`src/rtl/ps2_host_tx_if.sv`:
```
// ---------------------------------------------------------------------------
// ps2_host_tx_if
//   Command-side bus of the PS/2 host transmitter.
//   master : the requester (drives tx_data/tx_valid, watches status)
//   slave  : the transmitter (ps2_host_tx)
//   Signals:
//     tx_data  [7:0] byte to send
//     tx_valid       request, taken when tx_valid & tx_ready
//     tx_ready       transmitter idle and able to accept
//     busy           transfer in progress (used to gate the PS/2 receiver)
//     done           one-cycle pulse, byte sent and ACKed
//     err            one-cycle pulse, transfer failed
//     err_code [1:0] 01 NACK, 10 timeout; held until the next accept
// ---------------------------------------------------------------------------
interface ps2_host_tx_if;
  logic [7:0] tx_data;
  logic       tx_valid;
  logic       tx_ready;
  logic       busy;
  logic       done;
  logic       err;
  logic [1:0] err_code;

  modport master (
    output tx_data, tx_valid,
    input  tx_ready, busy, done, err, err_code
  );

  modport slave (
    input  tx_data, tx_valid,
    output tx_ready, busy, done, err, err_code
  );
endinterface

```
`src/rtl/ps2_host_tx.sv`:
```
// ---------------------------------------------------------------------------
// ps2_host_tx
//   PS/2 host-to-device transmitter. Inhibits the bus, issues a request-to-
//   send, then shifts one byte (LSB first, odd parity, stop) out on the
//   falling edges of the device-generated clock and samples the device ACK.
//   Both PS/2 lines are driven open-drain through output enables.
//
//   Optional build macro: PS2_TX_RETRY_EN
//     When defined, a NACK or timeout re-runs the whole transfer with the
//     same byte up to MAX_RETRIES extra times before err is reported.
//
//   Ports:
//     clk          system clock
//     rst          synchronous reset, active-high
//     host         ps2_host_tx_if.slave command/status bus
//     ps2_clk_in   raw PS2_CLK pin level
//     ps2_data_in  raw PS2_DATA pin level
//     ps2_clk_oe   1 = pull PS2_CLK low
//     ps2_data_oe  1 = pull PS2_DATA low
// ---------------------------------------------------------------------------
module ps2_host_tx #(
  parameter int INHIBIT_CYCLES = 5000,
  parameter int START_CYCLES   = 50,
  parameter int TIMEOUT_CYCLES = 750000,
  parameter int MAX_RETRIES    = 2
) (
  input  logic               clk,
  input  logic               rst,
  ps2_host_tx_if.slave       host,
  input  logic               ps2_clk_in,
  input  logic               ps2_data_in,
  output logic               ps2_clk_oe,
  output logic               ps2_data_oe
);

  localparam int PHASE_MAX = (INHIBIT_CYCLES > START_CYCLES) ? INHIBIT_CYCLES : START_CYCLES;
  localparam int PW        = $clog2(PHASE_MAX + 1);
  localparam int TW        = $clog2(TIMEOUT_CYCLES + 1);

  localparam logic [2:0] ST_IDLE      = 3'd0;
  localparam logic [2:0] ST_INHIBIT   = 3'd1;
  localparam logic [2:0] ST_REQ       = 3'd2;
  localparam logic [2:0] ST_SEND      = 3'd3;
  localparam logic [2:0] ST_WAIT_IDLE = 3'd4;

  localparam logic [1:0] CODE_NACK    = 2'b01;
  localparam logic [1:0] CODE_TIMEOUT = 2'b10;

  // ---------------------------------------------------------------------
  // Pin synchronizers. Reset to 1 so an idle bus never looks like a fall.
  // ---------------------------------------------------------------------
  logic clk_meta_reg, clk_sync_reg, clk_prev_reg;
  logic data_meta_reg, data_sync_reg;
  logic clk_fall;

  always_ff @(posedge clk) begin
    if (rst) begin
      clk_meta_reg  <= 1'b1;
      clk_sync_reg  <= 1'b1;
      clk_prev_reg  <= 1'b1;
      data_meta_reg <= 1'b1;
      data_sync_reg <= 1'b1;
    end else begin
      clk_meta_reg  <= ps2_clk_in;
      clk_sync_reg  <= clk_meta_reg;
      clk_prev_reg  <= clk_sync_reg;
      data_meta_reg <= ps2_data_in;
      data_sync_reg <= data_meta_reg;
    end
  end

  assign clk_fall = clk_prev_reg & ~clk_sync_reg;

  // ---------------------------------------------------------------------
  // State
  // ---------------------------------------------------------------------
  logic [2:0]    state_reg,     state_next;
  logic [PW-1:0] phase_cnt_reg, phase_cnt_next;
  logic [TW-1:0] tmo_cnt_reg,   tmo_cnt_next;
  logic [3:0]    edge_cnt_reg,  edge_cnt_next;
  logic [7:0]    data_reg,      data_next;
  logic          parity_reg,    parity_next;
  logic          data_oe_reg,   data_oe_next;
  logic          nack_reg,      nack_next;
  logic          done_reg,      done_next;
  logic          err_reg,       err_next;
  logic [1:0]    err_code_reg,  err_code_next;
  // Holds tx_ready low through reset and releases it one cycle later.
  logic          run_reg;

`ifdef PS2_TX_RETRY_EN
  localparam int RW = (MAX_RETRIES > 0) ? $clog2(MAX_RETRIES + 1) : 1;
  logic [RW-1:0] retry_cnt_reg, retry_cnt_next;
`endif

  logic       tx_ready_w;
  logic       accept;
  logic       fail;
  logic [1:0] fail_code;
  logic [3:0] edge_inc;

  assign tx_ready_w = (state_reg == ST_IDLE) & run_reg;
  assign accept     = host.tx_valid & tx_ready_w;

  always_comb begin
    state_next     = state_reg;
    phase_cnt_next = phase_cnt_reg;
    tmo_cnt_next   = tmo_cnt_reg;
    edge_cnt_next  = edge_cnt_reg;
    data_next      = data_reg;
    parity_next    = parity_reg;
    data_oe_next   = data_oe_reg;
    nack_next      = nack_reg;
    err_code_next  = err_code_reg;
    done_next      = 1'b0;
    err_next       = 1'b0;
    fail           = 1'b0;
    fail_code      = 2'b00;
    edge_inc       = edge_cnt_reg + 4'd1;
`ifdef PS2_TX_RETRY_EN
    retry_cnt_next = retry_cnt_reg;
`endif

    case (state_reg)
      ST_IDLE: begin
        data_oe_next = 1'b0;
        if (accept) begin
          data_next      = host.tx_data;
          parity_next    = ~^host.tx_data;
          edge_cnt_next  = 4'd0;
          err_code_next  = 2'b00;
          phase_cnt_next = '0;
          state_next     = ST_INHIBIT;
`ifdef PS2_TX_RETRY_EN
          retry_cnt_next = '0;
`endif
        end
      end

      ST_INHIBIT: begin
        if (phase_cnt_reg == PW'(INHIBIT_CYCLES - 1)) begin
          phase_cnt_next = '0;
          state_next     = ST_REQ;
        end else begin
          phase_cnt_next = phase_cnt_reg + 1'b1;
        end
      end

      ST_REQ: begin
        if (phase_cnt_reg == PW'(START_CYCLES - 1)) begin
          phase_cnt_next = '0;
          tmo_cnt_next   = '0;
          edge_cnt_next  = 4'd0;
          data_oe_next   = 1'b1;  // start bit keeps data low after clock release
          state_next     = ST_SEND;
        end else begin
          phase_cnt_next = phase_cnt_reg + 1'b1;
        end
      end

      ST_SEND: begin
        tmo_cnt_next = tmo_cnt_reg + 1'b1;
        if (tmo_cnt_reg == TW'(TIMEOUT_CYCLES - 1)) begin
          fail      = 1'b1;
          fail_code = CODE_TIMEOUT;
        end else if (clk_fall) begin
          edge_cnt_next = edge_inc;
          if (edge_inc <= 4'd8) begin
            data_oe_next = ~data_reg[3'(edge_inc - 4'd1)];
          end else if (edge_inc == 4'd9) begin
            data_oe_next = ~parity_reg;
          end else if (edge_inc == 4'd10) begin
            data_oe_next = 1'b0;
          end else begin
            // 11th fall: device holds data low to ACK.
            data_oe_next = 1'b0;
            nack_next    = data_sync_reg;
            state_next   = ST_WAIT_IDLE;
          end
        end
      end

      ST_WAIT_IDLE: begin
        data_oe_next = 1'b0;
        tmo_cnt_next = tmo_cnt_reg + 1'b1;
        if (tmo_cnt_reg == TW'(TIMEOUT_CYCLES - 1)) begin
          fail      = 1'b1;
          fail_code = CODE_TIMEOUT;
        end else if (clk_sync_reg & data_sync_reg) begin
          if (nack_reg) begin
            fail      = 1'b1;
            fail_code = CODE_NACK;
          end else begin
            done_next  = 1'b1;
            state_next = ST_IDLE;
          end
        end
      end

      default: begin
        data_oe_next = 1'b0;
        state_next   = ST_IDLE;
      end
    endcase

    if (fail) begin
`ifdef PS2_TX_RETRY_EN
      if (retry_cnt_reg < RW'(MAX_RETRIES)) begin
        retry_cnt_next = retry_cnt_reg + 1'b1;
        phase_cnt_next = '0;
        edge_cnt_next  = 4'd0;
        data_oe_next   = 1'b0;
        state_next     = ST_INHIBIT;
      end else begin
        data_oe_next   = 1'b0;
        err_next       = 1'b1;
        err_code_next  = fail_code;
        state_next     = ST_IDLE;
      end
`else
      data_oe_next  = 1'b0;
      err_next      = 1'b1;
      err_code_next = fail_code;
      state_next    = ST_IDLE;
`endif
    end
  end

  always_ff @(posedge clk) begin
    if (rst) begin
      state_reg     <= ST_IDLE;
      phase_cnt_reg <= '0;
      tmo_cnt_reg   <= '0;
      edge_cnt_reg  <= 4'd0;
      data_reg      <= 8'd0;
      parity_reg    <= 1'b0;
      data_oe_reg   <= 1'b0;
      nack_reg      <= 1'b0;
      done_reg      <= 1'b0;
      err_reg       <= 1'b0;
      err_code_reg  <= 2'b00;
      run_reg       <= 1'b0;
`ifdef PS2_TX_RETRY_EN
      retry_cnt_reg <= '0;
`endif
    end else begin
      state_reg     <= state_next;
      phase_cnt_reg <= phase_cnt_next;
      tmo_cnt_reg   <= tmo_cnt_next;
      edge_cnt_reg  <= edge_cnt_next;
      data_reg      <= data_next;
      parity_reg    <= parity_next;
      data_oe_reg   <= data_oe_next;
      nack_reg      <= nack_next;
      done_reg      <= done_next;
      err_reg       <= err_next;
      err_code_reg  <= err_code_next;
      run_reg       <= 1'b1;
`ifdef PS2_TX_RETRY_EN
      retry_cnt_reg <= retry_cnt_next;
`endif
    end
  end

  // Line drivers derive from state, so a state change releases the lines
  // in the same cycle (timeout, reset).
  assign ps2_clk_oe  = (state_reg == ST_INHIBIT) | (state_reg == ST_REQ);
  assign ps2_data_oe = (state_reg == ST_REQ) | ((state_reg == ST_SEND) & data_oe_reg);

  assign host.tx_ready = tx_ready_w;
  assign host.busy     = (state_reg != ST_IDLE);
  assign host.done     = done_reg;
  assign host.err      = err_reg;
  assign host.err_code = err_code_reg;

endmodule

```
`src/flat_wrapper.sv`:
```
// flat-port wrapper written by rule: the top's interface ports become plain ports
module ps2_host_tx_flat 
#(
  parameter int INHIBIT_CYCLES = 5000,
  parameter int START_CYCLES   = 50,
  parameter int TIMEOUT_CYCLES = 750000,
  parameter int MAX_RETRIES    = 2
)
  (clk, rst, ps2_clk_in, ps2_data_in, ps2_clk_oe, ps2_data_oe, host_tx_data, host_tx_valid, host_tx_ready, host_busy, host_done, host_err, host_err_code);
  ps2_host_tx_if host_i ();
  input  logic clk;
  input  logic rst;
  input  logic ps2_clk_in;
  input  logic ps2_data_in;
  output logic ps2_clk_oe;
  output logic ps2_data_oe;
  input wire logic [$bits(host_i.tx_data)-1:0] host_tx_data;
  input wire logic [$bits(host_i.tx_valid)-1:0] host_tx_valid;
  output wire logic [$bits(host_i.tx_ready)-1:0] host_tx_ready;
  output wire logic [$bits(host_i.busy)-1:0] host_busy;
  output wire logic [$bits(host_i.done)-1:0] host_done;
  output wire logic [$bits(host_i.err)-1:0] host_err;
  output wire logic [$bits(host_i.err_code)-1:0] host_err_code;
  assign host_i.tx_data = host_tx_data;
  assign host_i.tx_valid = host_tx_valid;
  assign host_tx_ready = host_i.tx_ready;
  assign host_busy = host_i.busy;
  assign host_done = host_i.done;
  assign host_err = host_i.err;
  assign host_err_code = host_i.err_code;
  ps2_host_tx #(.INHIBIT_CYCLES(INHIBIT_CYCLES), .START_CYCLES(START_CYCLES), .TIMEOUT_CYCLES(TIMEOUT_CYCLES), .MAX_RETRIES(MAX_RETRIES)) u_core (.clk(clk), .rst(rst), .host(host_i), .ps2_clk_in(ps2_clk_in), .ps2_data_in(ps2_data_in), .ps2_clk_oe(ps2_clk_oe), .ps2_data_oe(ps2_data_oe));
endmodule
```
`config.mk`:
```
export PLATFORM = sky130hd
export DESIGN_NAME = ps2_host_tx_flat
export DESIGN_NICKNAME = d
export VERILOG_FILES = /design/src/rtl/ps2_host_tx_if.sv /design/src/rtl/ps2_host_tx.sv /design/src/flat_wrapper.sv
export SDC_FILE = /design/constraint.sdc
export NUM_CORES = 1
export LEC_CHECK = 0
export ABC_AREA = 1
export CORE_MARGIN = 4
export CORE_UTILIZATION = 33
export CTS_BUF_LIST = sky130_fd_sc_hd__clkbuf_8
export CTS_CLUSTER_SIZE = 20
export DETAILED_ROUTE_END_ITERATION = 10
export PLACE_DENSITY = 0.6
export SLEW_MARGIN = 5
export SYNTH_ARGS = -nofsm -noshare
export SYNTH_HDL_FRONTEND = slang
export SYNTH_SLANG_ARGS = --single-unit
```
`constraint.sdc`:
```
create_clock -name clk -period 3 [get_ports clk]
set_input_delay 0.45 -clock clk [delete_from_list [all_inputs] [get_ports clk]]
set_output_delay 0.45 -clock clk [all_outputs]
set_load 0.03 [all_outputs]
```
==> flow_metrics.py <==
metrics = {
    "worst_hold_path": {
        "worstHoldEndpoint": "u_core.data_sync_reg",
        "min_path_type": "reg -> reg",
        "holdPathStages": 1,
        "hp-start": "u_core.data_meta_reg",
    },
    "placement": {
        "io_buffers": 20,
        "place_hpwl_um": 5855,
        "finalWeightedCongestion": 0.8592,
        "placed_cell_area_sq_um": 3751,
    },
    "synth": {
        "synthAdderAreaFrac": 0.02561,
        "syn_inst": 535,
        "ys_ff_latch": 61,
        "synth_edf_count": 0,
        "ys_async_sr_fraction": 0,
        "synth-compound-area-share": 0.1109,
        "ys_seq_area_frac": 0.3571,
        "yosysUniqueCellTypes": 34,
        "yosys.area_share.xor_xnor": 0.02817,
        "yosys_warnings": 0,
        "yosys_most_used_dff": "dfxtp_1",
        "synth.avg_cell_area_sq_um": 6.392,
        "synthSimpleGateAreaFrac": 0.3725,
        "synthesis.area_sq_um": 3420,
        "synth_mux_area_frac": 0,
        "synth_top_family_by_area": "simple AND/OR/NAND/NOR gates",
        "synth_nets": 555,
    },
    "layout": {
        "areaGrowthSynthToFinish_pct": 15.33,
        "final_util": 0.3980,
        "fin_nets": 579,
        "stdcell_area_sq_um": 3944,
        "drive_gt1_frac": 0.07447,
        "largest_reg_flops": 20,
        "insertedDiodeCount": 0,
    },
    "clock_tree": {
        "clock_latency_ps": 350,
        "clkTransAtPathRegs_ps": 70,
        "cts-root-buf": "clkbuf_8",
        "cts_inserted_buffers": 9,
        "cts_sinks": 61,
        "post_cts_buffers": 0,
        "clock_path_buffers": 2,
        "cts_max_level": 3,
        "cts_resized": 0,
        "cts_tree": "built",
        "holdBufCountCts": 0,
    },
    "sta": {
        "setup_violations": 0,
        "hold_viol": 0,
        "max_freq_mhz": 423.0,
        "rsz0062_at_grt": "no",
        "min_period_ps": 2364,
        "finalCritPeriodShare": 0.7879,
        "tns_ps": 0,
        "drv_slew": 0,
        "skew_ps": 7.744,
        "relSlewSlack": 0.3768,
        "tightestPinTransition_ps": 934.7,
    },
    "pwr": {
        "leakage_nw": 1.657,
        "p_per_area_nw_per_um2": 652.9,
        "vdd.ir_drop.worst_mv": 0.3580,
        "power_mw": 2.575,
    },
    "global_route": {
        "grt_overflow_total": 0,
        "grt_pass1_wl_um": 14150,
        "globalRouteMet1Util": 0.1972,
        "busiest_layer": "met2",
        "met2_usage": 0.2210,
        "grtUsageTotal": 0.1450,
        "grt_pass1_vias": 3178,
        "grt_max_degree": 22,
        "met3_usage": 0.02173,
        "antenna_found_initial": 0,
    },
    "critical_path": {
        "r2r_slack_ps": 640,
        "r2r-start": "u_core.state_reg[2]",
        "ff2ff_path_depth": 8,
        "crit_required_ps": 3280,
        "r2r_end": "u_core.tmo_cnt_reg[7]",
        "endpoint_kind": "flop",
        "cp.arrival_ps": 2640,
        "path_class": "reg -> reg",
        "start_kind": "flop",
        "worst-path-max-fanout": 21,
    },
    "routing": {
        "detail_route.vias_per_cell": 4.716,
        "drt_iter0_drc": 206,
        "firstDrtPassIters": 5,
        "drt-total-wl_um": 7863,
        "antenna_left": 0,
        "vias": 3287,
        "wl_per_cell_um": 11.28,
        "drc": 0,
    },
    "floorplan": {
        "die_w_um": 109.8,
        "die_area_sq_um": 12050,
        "io_pins": 21,
        "core_sq_um": 9910,
        "num_rows": 36,
        "start_util": 0.3451,
        "die_h_um": 109.8,
    },
    "outcome": {
        "status": "complete, no violations",
    },
    "flow_run": {
        "maxCapViolations": 0,
    },
}
stage by stage:
stage          setup slack [ps]  cells  hold slack (ps)
2_1_floorplan              1097    535            389.5
3_3_place_gp              706.8    681            393.3
3_5_place_dp              644.1    681            394.0
4_1_cts                   613.3    697            408.6
5_1_grt                   374.7    697            422.7
6_report                  636.2    697            408.5
synthesized netlist by cell type (7+ instances only):
library cell  count  area share
ha_1              7       0.026
nor3_1           15       0.022
nand2_1         136        0.15
xnor2_1           7       0.018
nand4_1           9       0.016
dfxtp_1          61        0.36
a21oi_1          39       0.057
o21ai_0          27       0.040
nor2_1           70       0.077
inv_2             7      0.0077
inv_1            76       0.083
nand3_1          38       0.056
where the power goes:
group | switching, mW | internal (mW)
Clock | 0.324 | 0.397
Sequential | 0.0784 | 0.879
Combinational | 0.606 | 0.290
how the worst max path moves through the flow:
stage                                start                 endpoint  slack (ps)  cells past startpoint
finish                 u_core.state_reg[2]    u_core.tmo_cnt_reg[7]         640                      8
global route           u_core.state_reg[2]    u_core.tmo_cnt_reg[7]         370                      8
CTS                    u_core.state_reg[2]    u_core.tmo_cnt_reg[7]         610                      8
detailed placement     u_core.state_reg[2]    u_core.tmo_cnt_reg[7]         640                      8
global placement             host_tx_valid  u_core.phase_cnt_reg[7]         710                      8
floorplan           u_core.edge_cnt_reg[0]       u_core.data_oe_reg        1100                     12
cells in the final DEF (no fill, tap or decap), types with 2 or more instances in the layout:
| cell | n |
|---|---|
| o211ai_1 | 2 |
| inv_2 | 7 |
| xor2_1 | 4 |
| nor4_1 | 2 |
| ha_1 | 7 |
| clkbuf_8 | 10 |
| xnor2_1 | 7 |
| nor3_1 | 15 |
| nor2_4 | 2 |
| nand2_2 | 2 |
| o21ai_0 | 27 |
| nand2_1 | 136 |
| nand3_1 | 38 |
| dfxtp_1 | 61 |
| nand4_1 | 9 |
| buf_4 | 2 |
| or2_2 | 6 |
| nor2_2 | 2 |
| a21oi_1 | 39 |
| nor2_1 | 70 |
| clkdlybuf4s50_1 | 20 |
| inv_1 | 78 |
| clkinv_2 | 2 |
| nand3_2 | 2 |
| o21ai_1 | 2 |
layout make-up:
type / instances / area [sq um]
fillers: 1055 / 5966
multi-input cells: 382 / 1837
flip-flops and latches: 61 / 1221
inverters: 83 / 311.5
repair buffers: 22 / 215.2
well taps: 133 / 166.4
clock buffers: 10 / 137.6
clock inverters: 6 / 55.05
cell families after synthesis:
group | count (synthesis)
xor+xnor | 11
fa+ha+maj | 7
flops | 61
buf+inv | 92
simple gates | 291
compound gates | 73
critical path: stages (launching register included):
cell	delay, ps
dfxtp_1	440
inv_2	80
nand3_2	170
nand2_4	130
o21ai_2	740
o21ai_1	260
inv_2	260
o21ai_0	120
nor2_1	90
routing by layer:
layer | wire (um) | up-vias | share of wire
met2 | 3439 | 48 | 0.44
met1 | 4019 | 1478 | 0.51
met3 | 234 | 12 | 0.030
li1 | - | 1749 | -
met4 | 170 | 0 | 0.022
met5 | 0 | - | 0
Note: power is estimated with default switching activity, not from simulation.
